[config.mk]
export PLATFORM = sky130hd
export DESIGN_NAME = alu_issue_ctrl_flat
export DESIGN_NICKNAME = d
export VERILOG_FILES = /design/src/rtl/alu_issue_if.sv /design/src/rtl/alu_issue_ctrl.sv /design/src/flat_wrapper.sv
export SDC_FILE = /design/constraint.sdc
export NUM_CORES = 1
export LEC_CHECK = 0
export CAP_MARGIN = 10
export CORE_MARGIN = 2
export CORE_UTILIZATION = 54
export DETAILED_ROUTE_END_ITERATION = 10
export MAX_ROUTING_LAYER = met4
export PLACE_DENSITY_LB_ADDON = 0.15
export SETUP_SLACK_MARGIN = 0.4
export SLEW_MARGIN = 25
export SYNTH_ARGS = -nofsm -noshare
export SYNTH_HDL_FRONTEND = slang
export SYNTH_SLANG_ARGS = --single-unit
[constraint.sdc]
create_clock -name clk -period 2.21 [get_ports clk]
set_input_delay 0.5525 -clock clk [delete_from_list [all_inputs] [get_ports clk]]
set_output_delay 0.5525 -clock clk [all_outputs]
set_load 0.01 [all_outputs]
[src/rtl/alu_issue_if.sv]
// Instruction request and result strobe bundle for alu_issue_ctrl.
// The slave side is the sequencer; the master side is the instruction source.
interface alu_issue_if #(
  parameter int DW = 4,
  parameter int RW = 2
) ();
  logic          in_valid;
  logic          in_ready;
  logic          in_ld;
  logic [3:0]    in_inst;
  logic [RW-1:0] in_rd;
  logic [RW-1:0] in_rs1;
  logic [RW-1:0] in_rs2;
  logic [DW-1:0] in_imm;
  logic          res_valid;
  logic [DW-1:0] res_data;
  logic [RW-1:0] res_rd;
  logic          res_err;

  modport master (
    output in_valid, in_ld, in_inst,
    output in_rd, in_rs1, in_rs2, in_imm,
    input  in_ready,
    input  res_valid, res_data, res_rd, res_err
  );

  modport slave (
    input  in_valid, in_ld, in_inst,
    input  in_rd, in_rs1, in_rs2, in_imm,
    output in_ready,
    output res_valid, res_data, res_rd, res_err
  );
endinterface

[src/rtl/alu_issue_ctrl.sv]
// Issue/write-back sequencer in front of a 4-bit combinational ALU.
// Optional ALU_ISSUE_ZFLAG_EN adds a res_zero flag valid during write-back.
module alu_issue_ctrl #(
  parameter int DW   = 4,
  parameter int NREG = 4,
  parameter int RW   = 2
) (
  input  logic          clk,
  input  logic          rst_n,
  alu_issue_if.slave    bus,
  output logic [DW-1:0] op_a,
  output logic [DW-1:0] op_b,
  output logic [3:0]    alu_inst,
  input  logic [DW-1:0] alu_result
`ifdef ALU_ISSUE_ZFLAG_EN
  ,
  output logic          res_zero
`endif
);

  typedef enum logic [1:0] {
    IDLE,
    EXEC,
    WB
  } state_t;

  state_t state;
  state_t state_nxt;

  logic [DW-1:0] rf [NREG];
  logic          ld_q;
  logic [RW-1:0] rd_q;
  logic [DW-1:0] imm_q;
  logic          err_q;
  logic          accept;
  logic          trap;
  logic [DW-1:0] wb_val;

  assign accept = bus.in_valid && bus.in_ready;

  always_ff @(posedge clk) begin
    if (!rst_n) state <= IDLE;
    else        state <= state_nxt;
  end

  always_comb begin
    state_nxt    = state;
    bus.in_ready = 1'b0;
    unique case (state)
      IDLE: begin
        bus.in_ready = 1'b1;
        if (bus.in_valid) state_nxt = EXEC;
      end
      EXEC:    state_nxt = WB;
      WB:      state_nxt = IDLE;
      default: state_nxt = IDLE;
    endcase
  end

  // Divide/modulo by zero is trapped here so the ALU's value never leaks out
  always_comb begin
    trap = !ld_q && (alu_inst == 4'b1011 || alu_inst == 4'b1100)
           && (op_b == '0);
    if (ld_q)      wb_val = imm_q;
    else if (trap) wb_val = '1;
    else           wb_val = alu_result;
  end

  always_ff @(posedge clk) begin
    if (!rst_n) begin
      for (int i = 0; i < NREG; i++) rf[i] <= '0;
      op_a         <= '0;
      op_b         <= '0;
      alu_inst     <= '0;
      ld_q         <= 1'b0;
      rd_q         <= '0;
      imm_q        <= '0;
      err_q        <= 1'b0;
      bus.res_data <= '0;
      bus.res_rd   <= '0;
    end else begin
      if (accept) begin
        op_a     <= rf[bus.in_rs1];
        op_b     <= rf[bus.in_rs2];
        alu_inst <= bus.in_inst;
        ld_q     <= bus.in_ld;
        rd_q     <= bus.in_rd;
        imm_q    <= bus.in_imm;
      end
      if (state == EXEC) begin
        bus.res_data <= wb_val;
        bus.res_rd   <= rd_q;
        err_q        <= trap;
      end
      if (state == WB) rf[bus.res_rd] <= bus.res_data;
    end
  end

  assign bus.res_valid = (state == WB);
  assign bus.res_err   = (state == WB) && err_q;

`ifdef ALU_ISSUE_ZFLAG_EN
  assign res_zero = (state == WB) && (bus.res_data == '0);
`endif

endmodule
[src/flat_wrapper.sv]
// flat-port wrapper written by rule: the top's interface ports become plain ports
module alu_issue_ctrl_flat 
#(
  parameter int DW   = 4,
  parameter int NREG = 4,
  parameter int RW   = 2
)
  (clk, rst_n, op_a, op_b, alu_inst, alu_result, bus_in_valid, bus_in_ld, bus_in_inst, bus_in_rd, bus_in_rs1, bus_in_rs2, bus_in_imm, bus_in_ready, bus_res_valid, bus_res_data, bus_res_rd, bus_res_err);
  alu_issue_if #(.DW(DW), .RW(RW)) bus_i ();
  input  logic clk;
  input  logic rst_n;
  output logic [DW-1:0] op_a;
  output logic [DW-1:0] op_b;
  output logic [3:0] alu_inst;
  input  logic [DW-1:0] alu_result;
  input wire logic [$bits(bus_i.in_valid)-1:0] bus_in_valid;
  input wire logic [$bits(bus_i.in_ld)-1:0] bus_in_ld;
  input wire logic [$bits(bus_i.in_inst)-1:0] bus_in_inst;
  input wire logic [$bits(bus_i.in_rd)-1:0] bus_in_rd;
  input wire logic [$bits(bus_i.in_rs1)-1:0] bus_in_rs1;
  input wire logic [$bits(bus_i.in_rs2)-1:0] bus_in_rs2;
  input wire logic [$bits(bus_i.in_imm)-1:0] bus_in_imm;
  output wire logic [$bits(bus_i.in_ready)-1:0] bus_in_ready;
  output wire logic [$bits(bus_i.res_valid)-1:0] bus_res_valid;
  output wire logic [$bits(bus_i.res_data)-1:0] bus_res_data;
  output wire logic [$bits(bus_i.res_rd)-1:0] bus_res_rd;
  output wire logic [$bits(bus_i.res_err)-1:0] bus_res_err;
  assign bus_i.in_valid = bus_in_valid;
  assign bus_i.in_ld = bus_in_ld;
  assign bus_i.in_inst = bus_in_inst;
  assign bus_i.in_rd = bus_in_rd;
  assign bus_i.in_rs1 = bus_in_rs1;
  assign bus_i.in_rs2 = bus_in_rs2;
  assign bus_i.in_imm = bus_in_imm;
  assign bus_in_ready = bus_i.in_ready;
  assign bus_res_valid = bus_i.res_valid;
  assign bus_res_data = bus_i.res_data;
  assign bus_res_rd = bus_i.res_rd;
  assign bus_res_err = bus_i.res_err;
  alu_issue_ctrl #(.DW(DW), .NREG(NREG), .RW(RW)) u_core (.clk(clk), .rst_n(rst_n), .bus(bus_i), .op_a(op_a), .op_b(op_b), .alu_inst(alu_inst), .alu_result(alu_result));
endmodule
## After elaboration in Yosys (flattened, before gate mapping)

Memory sizes are Yosys's and may differ from the RTL's. A register that Yosys moved wholly into a read port is not among the register bits.
Cells that the tools add are included.

- Flip-flop bits (word level): 20
- Output and inout bits: 21
- Logic and storage cells: 37
- Bits in writable memories: 16
- Bits of input ports: 22
- Memories: 1

Memory list:

| memory | depth | bits a word | rd ports | clocked after memory_dff | wr ports | RTL line | RTL |
|---|---|---|---|---|---|---|---|
| u_core.rf | 4 | 4 | 2 | 2 | 4 | alu_issue_ctrl.sv:30 | `logic [DW-1:0] rf [NREG];` |

- Equal/unequal tests: 5
- Reductions and logical operators: 11
- Mux-type cells: 12

Operators by type and width:

| cell | number |
|---|---|
| 4-bit 2-to-1 mux | 3 |
| 4-bit equality test (second input constant) | 2 |
| 1-bit 2-to-1 mux | 6 |
| 1-bit logical AND | 4 |
| 4-bit zero test | 1 |
| 2-bit 2-to-1 mux | 2 |
| 2-bit one-hot mux with 2 select lines | 1 |
| 4-bit OR reduction | 1 |
| 1-bit zero test | 3 |
| 2-bit by 1-bit equality test with 1-bit output (second input constant) | 1 |
| 2-bit equality test (second input constant) | 1 |
| 2-bit zero test | 1 |
| 2-bit != test (second input constant) | 1 |
| 1-bit logical OR | 1 |

## Depth between registers and ports, before layout

- Depth in word-level cells: 6
- Gate-level depth with buffers: 6
- Mapped depth without buffers: 3

## Worst setup path before layout

Ideal clock, no wire load.

- Path kind: register to register
- Start: register u_core.state[1]
- End: memory u_core.rf[2][0] (enable)
- Setup slack: 653 ps
- Library setup time: 361 ps
- Period minus slack after synthesis: 1557 ps
- Data arrival time: 1195 ps
- Cell stages (with the launch flop): 5
- Path through: dfxtp_1 -> buf_2 -> and2b_2 -> nand2_1 -> o21ai_0

RTL lines:

| item | RTL line | RTL |
|---|---|---|
| from (decl) | alu_issue_ctrl.sv:27 | `state_t state;` |
| from (signal assigned) | alu_issue_ctrl.sv:43 | `else state <= state_nxt;` |
| to (decl) | alu_issue_ctrl.sv:30 |  |

## Worst setup path in the final report

- Start: register u_core.state[0]
- End: output port bus_res_valid

- Word-level cells in the longest chain between the ends: 1

Ends and longest elaborated chain:

| item | RTL line | RTL |
|---|---|---|
| 2-bit equality test | alu_issue_ctrl.sv:99 | `assign bus.res_valid = (state == WB);` |
| to (decl) | flat_wrapper.sv:24 | `output wire logic [$bits(bus_i.res_valid)-1:0] bus_res_valid;` |

No other way between the ends.

==> impl_results.md <==
* Outcome: finished clean
* Synth top area share at 0.273
* RSZ-0062 raised after global routing: true
* Number of hold buffers added after CTS at 0
* Initial core utilization at 0.560
* First-pass GRT wire length at 7110 um
* DP Area at 2470 sq um
* # H-tree levels at 2
* Site Rows at 22
* Slew @ Worst Pin at 0.556 ns
* NetSw at 417 uW
* Adder-cell share of the synthesized area at 0
* Reg2reg end: u_core.rf[3][3]
* Initial DRC Count at 124
* Met2 usage at 0.374
* Vias at 1508
* Met3 usage at 0.0394
* GR Util met1 at 0.280
* Leakage at 0.00103 uW
* Die width at 65.6 um
* Die Height at 65.6 um
* Simple-gate share of the synthesized area at 0.229
* Worst Hold Launch: u_core.op_a[0]
* Io pins at 43
* Distinct cells, synth at 35
* Commonest non-fill, non-tap cell in the layout: nand2_1
* Number of global-route vias before repair at 1466
* Logic pwr share at 0.135
* Global route hottest layer: met2
* Fmax at 552 MHz
* CP Max Fanout at 2
* Final Net Count at 243
* Synth top area cells: dfxtp_1, edfxtp_1, mux4_2, nand2_1, o2bb2ai_1
* Average size of a mapped cell at 11.5 sq um
* Reg2reg setup slack at 0.56 ns
* Main combinational cell family by area after synthesis: simple AND/OR/NAND/NOR gates
* CP Class: reg -> out
* CP arrival at 1.26 ns
* HPWL Detailed at 3200 um
* Drt pass-1 iters at 4
* Final min period at 1.81 ns
* Pint at 1260 uW
* YS warnings at 0
* CTS tree: done
* Synth Area in XOR/XNOR at 0
* Remaining Overflow, GRT at 0
* Largest net degree at the start of global routing at 38
* Share of layout cells above drive strength 1 at 0.180
* Max_cap viols at 0
* Routed length per placed instance at 16.4 um
* Clock share of power at 0.319
* Gr usage total at 0.226
* Max rail drop VDD at 369 uV
* Worst-case reg-to-reg path depth at 5
* Clock Latency Late Sink at 0.30 ns
* Worst setup EP type: primary output
* TritonCTS Buffers at 5
* Syn Nets at 200
* Antenna diode count at 0
* P per Cell Area at 646 nW/um^2
* Clock skew at 0.0106 ns
* DIE AREA at 4310 sq um
* Min-delay worst type: reg -> reg
* CP required at 1.66 ns
* Hold depth at 2
* Final standard cell area without fillers at 2590 sq um
* Post-synthesis compound-gate area fraction at 0.129
* Start of the worst register-to-register path: u_core.state[0]
* Gpl congestion at 0.800
* Clock Pin Slew Worst Setup and Hold Paths at 0.09 ns
* Hold EP: u_core.op_a[0]
* Post-synthesis sequential area ratio at 0.508
* Post-synthesis mux area share at 0.0879
* Routed Antenna Nets at 0
* Seq cells post-synth at 44
* Fillers at 278
* Mapped Area at 2050 sq um
* Via/cell ratio at 5.59
* Clk root buf: clkbuf_8
* Cells after Synth at 178
* Max-slew headroom at 0.626
* Final Hold Viols at 0
* Clk sinks at 44
* Sequential power share at 0.546
* Crit start category: flip-flop
* Area growth, synth to finish at 26.5%
* Max Slew Vio Count at 0
* Max clock buf depth at 2
* Tcrit/Tclk final at 0.820
* Area leader, netlist: dfxtp_1
* Commonest cells after routing, fill and taps aside: nand2_1, clkdlybuf4s50_1, dfxtp_1, edfxtp_1, and2_1
* Total core area at 3660 sq um
* Post-Route Setup TNS at 0 ns
* PortBufs at 42
* Switching Share at 0.249
* Initial antenna violation count at 0
* Final WL at 4420 um
* DR DRC count at 0
* Final setup vio count at 0
==> registers in the layout, summed over array words and instances, names as in the netlist <==
register / flops
u_core.alu_inst: 4
u_core.bus.res_data: 4
u_core.bus.res_rd: 2
u_core.err_q: 1
u_core.imm_q: 4
u_core.ld_q: 1
u_core.op_a: 4
u_core.op_b: 4
u_core.rd_q: 2
u_core.rf: 16
u_core.state: 2
==> per-layer routing <==
| metal | share of wire | up-vias |
|---|---|---|
| li1 | - | 733 |
| met1 | 0.45 | 727 |
| met2 | 0.50 | 40 |
| met3 | 0.036 | 8 |
| met4 | 0.013 | 0 |
| met5 | 0 | - |
==> power groups by stage <==
stage	registers, uW	logic [uW]	clock network [uW]
2_1_floorplan	927	129	0
3_3_place_gp	930	223	0
3_5_place_dp	932	230	0
4_1_cts	916	227	535
5_1_grt	921	244	569
6_report	916	226	535
==> synth_stat cells <==
cell type and count:
a21boi_0 3, a21boi_1 9, a21boi_2 2, a21oi_1 4
and2_1 11, and2b_2 1, and3_1 10, and3b_1 1
and4bb_2 1, buf_12 1, buf_2 3, buf_4 1
buf_6 3, clkbuf_1 4, dfxtp_1 28, edfxtp_1 16
inv_1 1, mux4_2 8, nand2_1 34, nand2_2 2
nand2b_1 2, nand4bb_1 4, nor2_1 2, nor2b_1 1
nor3_1 4, nor3b_1 2, nor3b_4 1, nor4b_4 1
o2111ai_1 1, o211ai_1 4, o211ai_2 1, o21ai_0 2
o2bb2ai_1 8, or2b_4 1, or3b_1 1
==> cell type report <==
class,count,area (sq um),share of cell area
Clock buffer,6,82.6,0.0318
Multi-Input combinational cell,121,915,0.353
Clock inverter,2,15.0,0.00579
Timing Repair Buffer,48,467,0.180
Sequential cell,44,1050,0.405
Inverter,1,3.75,0.00145
Tap cell,48,60.1,0.0232
==> logic make-up after synthesis <==
logic type	count (synthesis)
flops	44
simple gates	79
buf+inv	13
mux	8
compound gates	34
==> worst max-delay path by stage <==
stage                         start  slack, ns               to  cells after the start
floorplan           u_core.state[1]       0.65  u_core.rf[2][0]                      4
global placement      bus_in_rs1[0]       0.24   u_core.op_a[0]                      3
detailed placement    bus_in_rs1[0]       0.19   u_core.op_a[1]                      3
CTS                 u_core.state[0]       0.35      bus_res_err                      3
global route        u_core.state[0]       0.36    bus_res_valid                      3
finish              u_core.state[0]       0.40    bus_res_valid                      3
==> critical path: stages, from the launching register on <==
cell and delay [ns]:
dfxtp_2 0.33, and2b_2 0.21, buf_4 0.14, dlygate4sd2_1 0.28
==> through the flow <==
stage / instances / hold slack [ns] / total power [uW] / setup WS [ns] / utilization
detailed placement: 260 / 0.443 / 1160 / 0.186 / 0.675
global route: 270 / 0.473 / 1730 / 0.364 / 0.708
floorplan: 178 / 0.426 / 1060 / 0.653 / -
global placement: 260 / 0.438 / 1150 / 0.243 / 0.675
finish: 270 / 0.462 / 1680 / 0.399 / 0.708
CTS: 269 / 0.462 / 1680 / 0.350 / 0.703
==> what timing repair did <==
item	CTS	global route
setup endpoints to repair	11	6
buffers inserted	1	1
gates resized for setup	14	7
pin swaps	0	0
cloned	0	0
Note: power is estimated with default switching activity, not from simulation.
